## config.mk

```make
export PLATFORM = sky130hd
export DESIGN_NAME = rr_arb2_sel
export DESIGN_NICKNAME = d
export VERILOG_FILES = /design/src/rtl/arb_pkg.sv /design/src/rtl/hold_counter.sv /design/src/rtl/rr_arb2_sel.sv
export SDC_FILE = /design/constraint.sdc
export NUM_CORES = 1
export LEC_CHECK = 0
export CAP_MARGIN = 10
export CELL_PAD_IN_SITES_DETAIL_PLACEMENT = 1
export CELL_PAD_IN_SITES_GLOBAL_PLACEMENT = 1
export CORE_MARGIN = 2
export CORE_UTILIZATION = 37
export DETAILED_ROUTE_END_ITERATION = 10
export GPL_TIMING_DRIVEN = 1
export PLACE_DENSITY = 0.84
export SYNTH_ARGS = -nofsm -noshare
export SYNTH_HDL_FRONTEND = slang
export SYNTH_SLANG_ARGS = --single-unit
```

## constraint.sdc

```tcl
create_clock -name clk -period 2.35 [get_ports clk]
set_input_delay 0.705 -clock clk [delete_from_list [all_inputs] [get_ports clk]]
set_output_delay 0.705 -clock clk [all_outputs]
set_load 0.01 [all_outputs]
```

## src/rtl/arb_pkg.sv

```systemverilog
// Shared types and grant encodings for the two-requester round-robin arbiter.
package arb_pkg;

  typedef enum logic [1:0] {
    IDLE = 2'd0,
    G0   = 2'd1,
    G1   = 2'd2
  } state_e;

  localparam logic [1:0] GRANT_NONE = 2'b00;
  localparam logic [1:0] GRANT0     = 2'b01;
  localparam logic [1:0] GRANT1     = 2'b10;

endpackage

```

## src/rtl/hold_counter.sv

```systemverilog
// Saturating hold-time counter with synchronous clear; at_limit flags the
// last cycle a contested grant may be kept.
module hold_counter #(
  parameter int unsigned MAX_HOLD = 4,
  parameter int unsigned CNT_W    = $clog2(MAX_HOLD + 1)
) (
  input  logic             clk,
  input  logic             rst_n,
  input  logic             clr,
  input  logic             en,
  output logic [CNT_W-1:0] cnt,
  output logic             at_limit
);

  localparam logic [CNT_W-1:0] SAT  = CNT_W'(MAX_HOLD);
  localparam logic [CNT_W-1:0] LAST = CNT_W'(MAX_HOLD - 1);

  logic [CNT_W-1:0] cnt_q, cnt_d;

  always_comb begin
    cnt_d = cnt_q;
    if (clr) begin
      cnt_d = '0;
    end else if (en && (cnt_q != SAT)) begin
      cnt_d = cnt_q + CNT_W'(1);
    end
  end

  always_ff @(posedge clk or negedge rst_n) begin
    if (!rst_n) begin
      cnt_q <= '0;
    end else begin
      cnt_q <= cnt_d;
    end
  end

  assign cnt      = cnt_q;
  assign at_limit = (cnt_q == LAST);

endmodule

```

## src/rtl/rr_arb2_sel.sv

```systemverilog
// Two-requester round-robin arbiter driving a 2:1 mux select, with bounded
// grant hold so a continuously requesting winner cannot starve the other side.
module rr_arb2_sel
  import arb_pkg::*;
#(
  parameter  int unsigned MAX_HOLD = 4,
  localparam int unsigned CNT_W    = $clog2(MAX_HOLD + 1)
) (
  input  logic             clk,
  input  logic             rst_n,
  input  logic [1:0]       req,
  output logic [1:0]       grant,
  output logic             sel,
  output logic             busy,
  output logic [CNT_W-1:0] hold_cnt
);

  state_e state_q, state_d;
  logic   ptr_q, ptr_d;
  logic   sel_q, sel_d;
  logic   cnt_clr;
  logic   at_limit;

  always_comb begin
    state_d = state_q;
    ptr_d   = ptr_q;
    sel_d   = sel_q;
    unique case (state_q)
      IDLE: begin
        unique case (req)
          2'b01:   state_d = G0;
          2'b10:   state_d = G1;
          2'b11:   state_d = ptr_q ? G1 : G0;
          default: state_d = IDLE;
        endcase
      end
      G0: begin
        if (!req[0])                 state_d = req[1] ? G1 : IDLE;
        else if (req[1] && at_limit) state_d = G1;
      end
      G1: begin
        if (!req[1])                 state_d = req[0] ? G0 : IDLE;
        else if (req[0] && at_limit) state_d = G0;
      end
      default: state_d = IDLE;
    endcase

    // Leaving a grant hands priority to the other source for the next tie.
    if (state_q == G0 && state_d != G0) ptr_d = 1'b1;
    if (state_q == G1 && state_d != G1) ptr_d = 1'b0;

    if (state_d == G0) sel_d = 1'b0;
    if (state_d == G1) sel_d = 1'b1;
  end

  always_ff @(posedge clk or negedge rst_n) begin
    if (!rst_n) begin
      state_q <= IDLE;
      ptr_q   <= 1'b0;
      sel_q   <= 1'b0;
    end else begin
      state_q <= state_d;
      ptr_q   <= ptr_d;
      sel_q   <= sel_d;
    end
  end

  assign cnt_clr = (state_d != state_q) || (state_d == IDLE);

  hold_counter #(
    .MAX_HOLD (MAX_HOLD),
    .CNT_W    (CNT_W)
  ) u_hold_counter (
    .clk      (clk),
    .rst_n    (rst_n),
    .clr      (cnt_clr),
    .en       (1'b1),
    .cnt      (hold_cnt),
    .at_limit (at_limit)
  );

  always_comb begin
    unique case (state_q)
      G0:      grant = GRANT0;
      G1:      grant = GRANT1;
      default: grant = GRANT_NONE;
    endcase
  end

  assign sel  = sel_q;
  assign busy = |grant;

endmodule

```

== After elaboration in Yosys (flattened, before gate mapping) ==
Cells that the tools add are included.
W data, S select, Z words.
Cells by class
  reduce and logical (&&, ||, !) cells: 11
  eq/ne operators: 12
  mux-type cells: 16
  add/subtract/negate cells: 1
Operator list (count)
  $mux W2: 6
  $pmux W2 S3: 2
  $eq A2 B2 Y1 const B: 4
  $eq A2 B1 Y1 const B: 3
  $mux W3: 2
  $reduce_bool A2 Y1: 3
  $mux W1: 5
  $logic_and A1 B1 Y1: 4
  $logic_not A2 Y1: 2
  $pmux W2 S2: 1
  $add A3 B1 Y3 const B: 1
  $eq A3 B2 Y1 const B: 1
  $ne A3 B3 Y1 const B: 1
  $ne A2 B1 Y1 const B: 1
  $ne A2 B2 Y1: 1
  $ne A2 B2 Y1 const B: 1
  $reduce_or A2 Y1: 1
  $logic_or A1 B1 Y1: 1
Storage, ports and cells
  bits of input ports: 4
  flip-flop bits (word level): 7
  logic and storage cells: 44

== Logic depth before layout (Yosys ltp) ==
  depth after elaboration: 9
  mapped depth: 10

== Cells and area by module ==
From an unflattened synthesis, not the netlist that was laid out.
Second synthesis, totals
  cells, all modules: 62
  area total of the unflattened synthesis: 589.3 µm²
By module, submodules not included
  rr_arb2_sel: area an instance 399.1 µm², cells an instance 44, instances 1, sequential area each 100.1 µm²
  hold_counter: area an instance 190.2 µm², cells an instance 18, instances 1, sequential area each 75.1 µm²

== Worst setup path before layout ==
No wires, ideal clock.
  path kind: reg2reg
  start point: register u_hold_counter.cnt_q[0] (netlist: u_hold_counter.cnt[0])
  end point: register sel_q (netlist: sel)
  cell stages (with the launch flop): 8
  period minus slack after synthesis: 2.098 ns
  required time: 2.225 ns
  arrival: 1.974 ns
  setup slack: 0.252 ns
  buffers on the path: 0
  path through: dfrtp_1 -> ha_1 -> ha_1 -> nand2b_1 -> a22o_1 -> a32oi_2 -> ha_1 -> mux2_2
Between the ends
  longest elaborated chain between the ends: 7
Ends and longest elaborated chain
  start: declaration: line hold_counter.sv:18  | logic [CNT_W-1:0] cnt_q, cnt_d;
  start signal: assignment: line hold_counter.sv:33  | cnt_q <= cnt_d;
  $eq A3 B2 Y1 (*): line hold_counter.sv:38  | assign at_limit = (cnt_q == LAST);
  $logic_and A1 B1 Y1, on equally long branches: line rr_arb2_sel.sv:43, rr_arb2_sel.sv:39
  $mux W2, on equally long branches: line rr_arb2_sel.sv:43, rr_arb2_sel.sv:39
  $mux W2, on equally long branches: line rr_arb2_sel.sv:42, rr_arb2_sel.sv:38
  $pmux W2 S3 (*): line rr_arb2_sel.sv:28  | unique case (state_q)
  $eq A2 B2 Y1 or $eq A2 B1 Y1 (tied branches): line rr_arb2_sel.sv:53, rr_arb2_sel.sv:52
  $mux W1 or $reduce_bool A2 Y1 (tied branches)
  end signal: assignment: line rr_arb2_sel.sv:64  | sel_q <= sel_d;
  end: declaration: line rr_arb2_sel.sv:20  | logic sel_q, sel_d;
Mark *: on every way between the ends. The rest lies on a longest branch, timed or not.
A chain may end at the register's enable or synchronous reset.

== Final worst setup path ==
  start point: register state_q[0]
  end point: output port busy
Between the ends
  longest elaborated chain between the ends: 3
Ends and longest elaborated chain
  start: declaration: line rr_arb2_sel.sv:18  | state_e state_q, state_d;
  start signal: assignment: line rr_arb2_sel.sv:62  | state_q <= state_d;
  $eq A2 B2 Y1 or $eq A2 B1 Y1 (tied branches): line rr_arb2_sel.sv:83  | unique case (state_q)
  $pmux W2 S2 (*): line rr_arb2_sel.sv:83
  $reduce_or A2 Y1 (*): line rr_arb2_sel.sv:91  | assign busy = |grant;
  end: declaration: line rr_arb2_sel.sv:14  | output logic busy,
Marked as above.

==> impl_metrics.py <==
metrics = {
    "floorplanning": {
        "die_area_um2": 1850,
        "initial_core_util": 0.382,
        "die_w_um": 43.0,
        "core_area_um2": 1470,
        "boundaryPins": 11,
        "die_y_um": 43.0,
        "rows": 14,
    },
    "detailed_routing": {
        "vias_per_cell": 5.10,
        "top_layer_used": "met4",
        "via_count": 490,
        "finalWirelength_um": 1240,
        "drc": 0,
        "wl_per_cell_um": 12.9,
        "drt_iter0_markers": 2,
        "drtPass1Iterations": 3,
        "wl_met3_um": 27,
        "antenna_left": 0,
        "wl_met2_um": 627,
        "drt-met1-wl_um": 550,
    },
    "yosys": {
        "synth_seq_area_share": 0.312,
        "synth.avg_cell_area_um2": 9.69,
        "synth-edff-count": 0,
        "syn_inst": 58,
        "synth_flop_cell": "dfrtp_1",
        "async_flop_share": 1.00,
        "syn_nets": 73,
        "yosysWarningCount": 0,
        "ys_ff_latch": 7,
        "synth_cell_types": 20,
        "syn-cell-area_um2": 562,
    },
    "critical_path": {
        "crit_family": "buffers and inverters",
        "cp-start-kind": "flip-flop",
        "slowest_delay_ns": 0.52,
        "cp_max_fo": 6,
        "cp.required_ns": 1.64,
        "crit_chain": "inv_1 -> ha_1 -> clkdlybuf4s50_1",
        "crit_path_end_kind": "output port",
        "worstPathArrival_ns": 1.58,
        "cp_slowest_cell": "clkdlybuf4s50_1",
        "worst-path-buf-inv": 2,
        "rrSetupSlack_ns": 0.19,
        "worstSetupPathType": "flip-flop to output port",
    },
    "timing": {
        "setup_viol": 0,
        "final.setup.worst_slack_ns": 0.0669,
        "period_share": 0.972,
        "max_slew_margin": 0.793,
        "fmax_mhz": 438,
        "finalHoldViolCount": 0,
        "worst_pin_slew_ns": 0.310,
        "fin_crit_ns": 2.28,
        "slew_violations": 0,
        "fin_skew_ns": 0.00673,
        "rsz0062_at_grt": "false",
    },
    "cells_and_area": {
        "syn_to_final_growth_pct": 37.6,
        "drive_gt1_frac": 0.213,
        "fin_util": 0.526,
        "stdcell_area_um2": 773,
        "fin_nets": 96,
        "diodes": 0,
    },
    "outcome": {
        "status": "finished, final reports clean",
    },
    "placement": {
        "pre_cts_ws_ns": -0.273,
        "place_area_um2": 727,
        "routabilityCongestion": 0.792,
        "io_buffers": 10,
        "dp_hpwl_um": 1010,
    },
    "pwr": {
        "power_density_nw_per_um2": 1160,
        "p_total_mw": 0.900,
        "p_leak_nw": 0.374,
        "vdd_drop_max_mv": 0.459,
    },
    "global_route": {
        "grt_pass1_vias": 490,
        "grt_max_degree": 8,
        "grt_pass1_wl_um": 2090,
        "grt_overflow": 0,
        "grt_antenna_before_repair": 0,
        "grt_use_total": 0.155,
    },
    "job": {
        "drv_cap": 0,
    },
    "clock_network": {
        "cts.htree.levels": 1,
        "cts_hold_buf": 0,
        "cts.sinks": 7,
        "clock-root-buffer": "clkbuf_4",
        "cts_buffer_depth": 2,
        "cts_tree": "done",
        "numCtsBuffers": 3,
        "clk_latency_ns": 0.26,
        "clk_pin_slew_ns": 0.05,
    },
    "min_path": {
        "min_path_type": "flip-flop to flip-flop",
    },
}
-- cells in the mapped netlist, types with 2 or more instances --
library cell	instances	area share
ha_1	11	0.24
inv_1	10	0.067
dfrtp_1	7	0.31
nand2_1	6	0.040
a21oi_1	4	0.036
nor2b_1	3	0.033
nand2b_1	2	0.022
nor4_1	2	0.022
xnor2_1	2	0.031
-- cell families after synthesis --
family	after synthesis	share of synthesized area
AOI/OAI and AO/OA	11	0.169
muxes	2	0.0379
and+or+nand+nor	15	0.138
adders and majority gates	11	0.245
buffers and inverters	10	0.0668
DFF	7	0.312
xor gates and xnor gates	2	0.0312
-- report_power, final --
group	switching, mW	internal, mW	leakage, nW
Combinational	0.275	0.309	0.269
Clock	0.0503	0.0652	0.0150
Sequential	0.0375	0.163	0.0904
-- repair_timing --
| item | 4_1_cts | 5_1_grt |
|---|---|---|
| gates resized for setup | 3 | 1 |
| pin swaps | 0 | 1 |
| setup endpoints to repair | 3 | 6 |
| buffers inserted | 0 | 2 |
-- per-stage QoR --
stage | setup TNS [ns] | hold slack [ns] | std cells
floorplan | 0 | 0.409 | 58
global route | 0 | 0.546 | 96
global placement | -0.763 | 0.510 | 90
finish | 0 | 0.508 | 96
CTS | 0 | 0.514 | 94
detailed placement | -0.967 | 0.502 | 90
-- routing by layer --
metal	up-vias	global-route usage
met4	0	0.0909
li1	247	-
met3	2	0.0255
met1	234	0.187
met5	-	0
met2	7	0.258
-- placed cells by master, fill, tap and decap left out --
cell,instances
inv_1,10
ha_1,10
clkdlybuf4s50_1,8
buf_4,8
nand2_1,6
dfrtp_1,6
a21oi_1,4
nor2b_1,3
clkbuf_4,3
nand2b_1,2
xnor2_1,2
nor4_1,2
a32o_2,1
o22ai_1,1
or2_1,1
a22o_1,1
o221ai_1,1
a32oi_2,1
mux2_2,1
nand3_1,1
o311ai_1,1
a2111oi_2,1
mux2i_1,1
ha_2,1
clkbuf_1,1
dlygate4sd2_1,1
dlymetal6s2s_1,1
dfrtp_2,1
-- layout make-up --
type	instances	area, µm²
Clock buffer	4	26.3
Tap cell	16	20.0
Fill cell	173	698
Timing Repair Buffer	18	161
Sequential cell	7	176
Inverter	10	37.5
Multi-Input combinational cell	41	352
-- final timing paths --
| path | depth (start not counted) | startpoint | endpoint |
|---|---|---|---|
| setup / recovery | 3 | state_q[0] | busy |
| hold / removal | 1 | sel | sel |
| setup reg to reg | 8 | u_hold_counter.cnt[0] | sel |
| hold reg to reg | 1 | sel | sel |
| max in group asynchronous | 1 | rst_n | state_q[0] |
| min in group asynchronous | 1 | rst_n | u_hold_counter.cnt[2] |
-- registers in the layout, summed over array words and instances (netlist names) --
name,count
u_hold_counter.cnt,3
state_q,2
ptr_q,1
sel,1
Note: power is estimated with default switching activity, not from simulation.
==> patch 1: new RTL, same settings <==
Encoding of `state_e`: now one-hot (3 bits for 3 states).
--- a/src/rtl/arb_pkg.sv
+++ b/src/rtl/arb_pkg.sv
@@ -2,8 +2,8 @@
 package arb_pkg;
 
-  typedef enum logic [1:0] {
-    IDLE = 2'd0,
-    G0   = 2'd1,
-    G1   = 2'd2
+  typedef enum logic [2:0] {
+    IDLE = 3'b001,
+    G0   = 3'b010,
+    G1   = 3'b100
   } state_e;
 
Behaviour: no difference found for any inputs over 10 cycles, from zero or initial values and one cycle with rst_n low; not proved beyond that.
==> patch 1 against the original RTL <==
Final area is 3.6% lower; largest cell class unchanged; synthesized area is 4.5% lower; power is 15% lower; non-clock buffer count is 1 higher; worst setup slack better by 18 ps; routed wire length hardly changed; sequential cell count is 1 higher; core utilization is 3.4 points higher; count of clock-buffer cells in the layout stayed put; fmax is 0.79% higher; critical endpoint is now grant[1].
==> patch 1: results (changes against the original RTL) <==
Drt
  • Total routed wirelength: 1240 microns (about the same)
  • Via density: 5.37 (+5.2%)
  • First-pass iteration count of the detailed router: 2 (-1)

Yosys
  • Count of unique library cells instantiated by Yosys: 30 (+50%)
  • Mapped Nets: 64 (-12%)
  • Ranking of synthesized cells by area: sky130_fd_sc_hd__dfrtp_1 (33%), sky130_fd_sc_hd__ha_1 (7.0%), sky130_fd_sc_hd__nand2b_1 (7.0%), sky130_fd_sc_hd__dfstp_2 (4.9%), sky130_fd_sc_hd__mux2i_1 (3.7%)
  • Most common library cells after synthesis: sky130_fd_sc_hd__dfrtp_1 (7), sky130_fd_sc_hd__nand2b_1 (6), sky130_fd_sc_hd__nand2_1 (5)
  • Post-synthesis async set-or-reset flop share: 1.00 (unchanged)
  • Fraction of the yosys area taken by sequential cells: 0.375 (+0.0635)
  • Count of yosys warnings during synthesis: 0 (unchanged)

Worst hold path
  • Path class of the lowest-slack min-delay path: reg -> reg

Placed design
  • Detailed placement HPWL: 1020 microns (+0.90%)
  • Pre-CTS worst setup slack: 5.26 ps (+278 ps)
  • Number of input and output port buffers inserted: 10 (unchanged)
  • Final weighted congestion of routability-driven global placement: 0.741 (-6.4%)
  • Post-DP Area: 693 sq um (-4.6%)

Power and ir drop
  • Max VDD drop: 574 uV (+25%)
  • Internal power of the cells: 0.000484 W (-9.9%)
  • Total leakage power: 0.334 nW (-11%)

Worst setup path
  • Delay of the slowest cell on the worst path: ~530 ps
  • Peak fanout along the critical path: 6 (unchanged)
  • Arr. time, crit path: 1560 ps (-20 ps)

GRT
  • Global-route wire length before repair: 2170 microns (+4.0%)
  • Number of global-route vias before repair: 530 (+8.2%)
  • Number of antenna violations at the first check in global routing: 0 (unchanged)
  • Overall Global Routing Usage: 0.158 (+0.00306)
  • Pin count of the biggest net entering global routing: 9 (+1)

Outcome
  • Status: complete, no violations

Timing
  • Final Skew: 10.7 ps (+3.99 ps)
  • Worst slew pin tran: 412 ps (+101 ps)

Final layout
  • Fraction of layout instances using a drive strength above 1: 0.234 (+0.0213)
  • Number of nets in the finished design: 85 (-11%)
  • Total of fill cells in the finished design: 168 (-2.9%)

Clocking
  • Worst-path clk slew: 50 ps (about the same)
==> patch 1: cell types whose count changed after synthesis, sizes merged, moves of 2 or more <==
cell    change
a21oi       -3
nor2b       -2
nor3b       +2
ha          -8
buf         +3
nor4        -2
nand2b      +4
a22oi       +2
nor2        +2
nor3        +2
inv         -6
==> patch 1: routing by layer <==
layer | vias to the layer above | wire [microns] | part of all wire | track usage
met5 | - | 0 | 0 | 0
met2 | 10 | 659 | 0.53 | 0.291
met1 | 241 | 521 | 0.42 | 0.181
met4 | 0 | 21 | 0.017 | 0.0750
li1 | 241 | - | - | -
met3 | 2 | 35 | 0.028 | 0.0172
==> patch 1: path summary, 6_finish.rpt <==
kind	from	to	slack (ps)	depth (start not counted)
min in group asynchronous	rst_n	u_hold_counter.cnt[0]	720	1
worst min register to register	sel	sel	570	1
worst max register to register	u_hold_counter.cnt[0]	u_hold_counter.cnt[2]	350	6
max in group asynchronous	rst_n	state_q[0]	1310	1
worst max-delay path	state_q[2]	grant[1]	80	3
worst min-delay path	sel	sel	570	1
==> patch 1: cell type report <==
type | instances | area [sq um] | share of cell area
multi-input cells | 42 | 317 | 0.424
flip-flops and latches | 8 | 203 | 0.272
repair buffers | 19 | 166 | 0.223
clock buffers | 4 | 26.3 | 0.0352
well taps | 15 | 18.8 | 0.0252
inverters | 4 | 15.0 | 0.0201
==> patch 1: repair_timing <==
item,in CTS,in global routing
pin swaps,1,0
setup buffers,2,0
endpoints found under the setup margin,3,1
resized for setup,3,1
==> patch 1: power groups by stage <==
stage               clock (W)  combinational (W)  sequential [W]
finish               0.000115           0.000394        0.000257
global route         0.000124           0.000435        0.000265
CTS                  0.000119           0.000398        0.000254
detailed placement          0           0.000377        0.000254
global placement            0           0.000368        0.000247
floorplan                   0           0.000234        0.000239
==> patch 1: cells by family (layout without fill, tap and decap cells) <==
kind of cell / after synthesis / after routing / share of synthesized area
AOI/OAI and AO/OA: 12 / 12 / 0.177
xor gates and xnor gates: 2 / 2 / 0.0326
adders and majority gates: 3 / 3 / 0.0699
buffers and inverters: 7 / 27 / 0.0559
DFF: 8 / 8 / 0.375
muxes: 2 / 2 / 0.0373
and+or+nand+nor: 23 / 23 / 0.252
==> patch 1: stage by stage <==
step / total power, W / cells
2_1_floorplan: 0.000473 / 57
3_3_place_gp: 0.000615 / 86
3_5_place_dp: 0.000630 / 86
4_1_cts: 0.000772 / 92
5_1_grt: 0.000825 / 92
6_report: 0.000766 / 92
==> patch 2: new RTL, same flow settings <==
Made on the original files. `MAX_HOLD` is set to 4 in 2 places; all go to 8.
--- a/src/rtl/hold_counter.sv
+++ b/src/rtl/hold_counter.sv
@@ -2,5 +2,5 @@
 // last cycle a contested grant may be kept.
 module hold_counter #(
-  parameter int unsigned MAX_HOLD = 4,
+  parameter int unsigned MAX_HOLD = 8,
   parameter int unsigned CNT_W    = $clog2(MAX_HOLD + 1)
 ) (
--- a/src/rtl/rr_arb2_sel.sv
+++ b/src/rtl/rr_arb2_sel.sv
@@ -4,5 +4,5 @@
   import arb_pkg::*;
 #(
-  parameter  int unsigned MAX_HOLD = 4,
+  parameter  int unsigned MAX_HOLD = 8,
   localparam int unsigned CNT_W    = $clog2(MAX_HOLD + 1)
 ) (
Interface: changed (resized hold_cnt); port bits go from 11 to 12. The function was not compared with the original's and may differ.
==> patch 2 against the original RTL <==
The flow now finishes with violations (setup timing); routed wire length grew to 2.9 times the old value; count of clock-buffer cells in the layout unchanged; register-to-register slack got worse by 440 ps; die area grew 30%; critical endpoint is now u_hold_counter.cnt[1]; core utilization rose by 12 points; power up 50%; synthesized area grew 33%; highest routed layer unchanged; combinational power rose by 71%; sequential cell count increased by 1; final area up 62%; final cell count increased by 67%; worst setup slack worse by 320 ps; global-route usage rose by 15 points; clock skew increased by 0.81 ps.
==> patch 2: results (changes against the original RTL) <==
Outcome
  • Status: complete, but fails checks
  • Failing checks: setup timing

Power and ir drop
  • Seq pwr: 0.000223 W (+11%)
  • Total leakage power: 0.572 nW (+53%)
  • NetSw: 0.000618 W (+70%)
  • Power per standard cell area: 1080 nW/um^2 (-7.4%)
  • Power consumed by the clock network: 0.000124 W (+7%)
  • Max VDD drop: 582 uV (+27%)

Final layout
  • Layout non-clock buf frac: 0.324 (+0.115)
  • Multi-input combinational gate total: 63 (+54%)
  • Total of fill cells in the finished design: 245 (+42%)
  • Synth-to-Final Area Change: 66.9%
  • Number of nets in the finished design: 148 (+54%)
  • Fraction of area in multi-input gates: 0.442 (-0.0127)
  • Clock tree cell share of total cell area: 0.0210 (-0.0130)
  • Fraction of layout instances using a drive strength above 1: 0.429 (+0.216)
  • Non-clock inverter total of the final layout: 8 (-2)
  • Non-clock buffer count in the final layout: 50 (+32)

Placed design
  • Number of input and output port buffers inserted: 11 (+1)
  • Final weighted congestion of routability-driven global placement: 0.911 (+15%)
  • Detailed placement HPWL: 1950 microns (+92%)
  • Post-DP Area: 1030 sq um (+42%)
  • Pre-CTS worst setup slack: -453 ps (-181 ps)
  • Number of placed cells counting well taps: 139 (+54%)

Yosys
  • FF+latch count, synth: 8 (+1)
  • Mapped Nets: 98 (+34%)
  • Post-Synthesis Cells: 84 (+45%)
  • Ranking of synthesized cells by area: sky130_fd_sc_hd__dfrtp_1 (27%), sky130_fd_sc_hd__ha_1 (17%), sky130_fd_sc_hd__a21oi_1 (5.3%), sky130_fd_sc_hd__nand3_1 (4.7%), sky130_fd_sc_hd__inv_1 (4.0%)
  • Fraction of the yosys area taken by sequential cells: 0.267 (-0.0447)
  • Count of unique library cells instantiated by Yosys: 29 (+45%)

Timing
  • Final setup violation count: 4 (+4)
  • Summed negative setup slack over all endpoints: -527 ps (-527 ps)
  • Worst setup margin: -252 ps (-319 ps)

Drt
  • Number of DRC markers in iteration 0: 15 (+13)
  • Via density: 5.64 (+11%)
  • Average wire per standard cell: 22.5 microns (+74%)
  • Total routed wirelength: 3590 microns (+190%)
  • First-pass iteration count of the detailed router: 4 (+1)

GRT
  • Number of global-route vias before repair: 1018 (+110%)
  • Global-route wire length before repair: 5350 microns (+160%)
  • Pin count of the biggest net entering global routing: 10 (+2)

Worst setup path
  • Peak fanout along the critical path: 4 (-2)
  • Last element of the critical path: u_hold_counter.cnt[1]
  • Arr. time, crit path: 2750 ps (+1170 ps)
  • Top delay family on crit path: compound AO/OA/AOI/OAI gates

Floorplan
  • Die outline area: 2400 sq um (+30%)
-- patch 2: changes by cell type after synthesis, moves of 3 or more --
cell                      delta
sky130_fd_sc_hd__nand3_1     +6
sky130_fd_sc_hd__a21oi_1     +4
sky130_fd_sc_hd__a31oi_1     +4
sky130_fd_sc_hd__nor2b_1     -3
-- patch 2: layer usage --
| layer | up-vias | GRT usage | wire [microns] |
|---|---|---|---|
| li1 | 409 | - | - |
| met1 | 453 | 0.357 | 1460 |
| met2 | 25 | 0.546 | 1850 |
| met3 | 16 | 0.0736 | 125 |
| met4 | 0 | 0.110 | 163 |
| met5 | - | 0 | 0 |
-- patch 2: cell families after synthesis --
logic type / share of synthesized area
adders and majority gates: 0.167
buffers and inverters: 0.0935
muxes: 0.0417
AOI/OAI and AO/OA: 0.205
and+or+nand+nor: 0.202
DFF: 0.267
xor gates and xnor gates: 0.0234
-- patch 2: timing repair --
action                     4_1_cts  5_1_grt
buffers inserted                15        2
gates resized for setup          9        5
setup endpoints to repair        4        7
pin swaps                        9        0
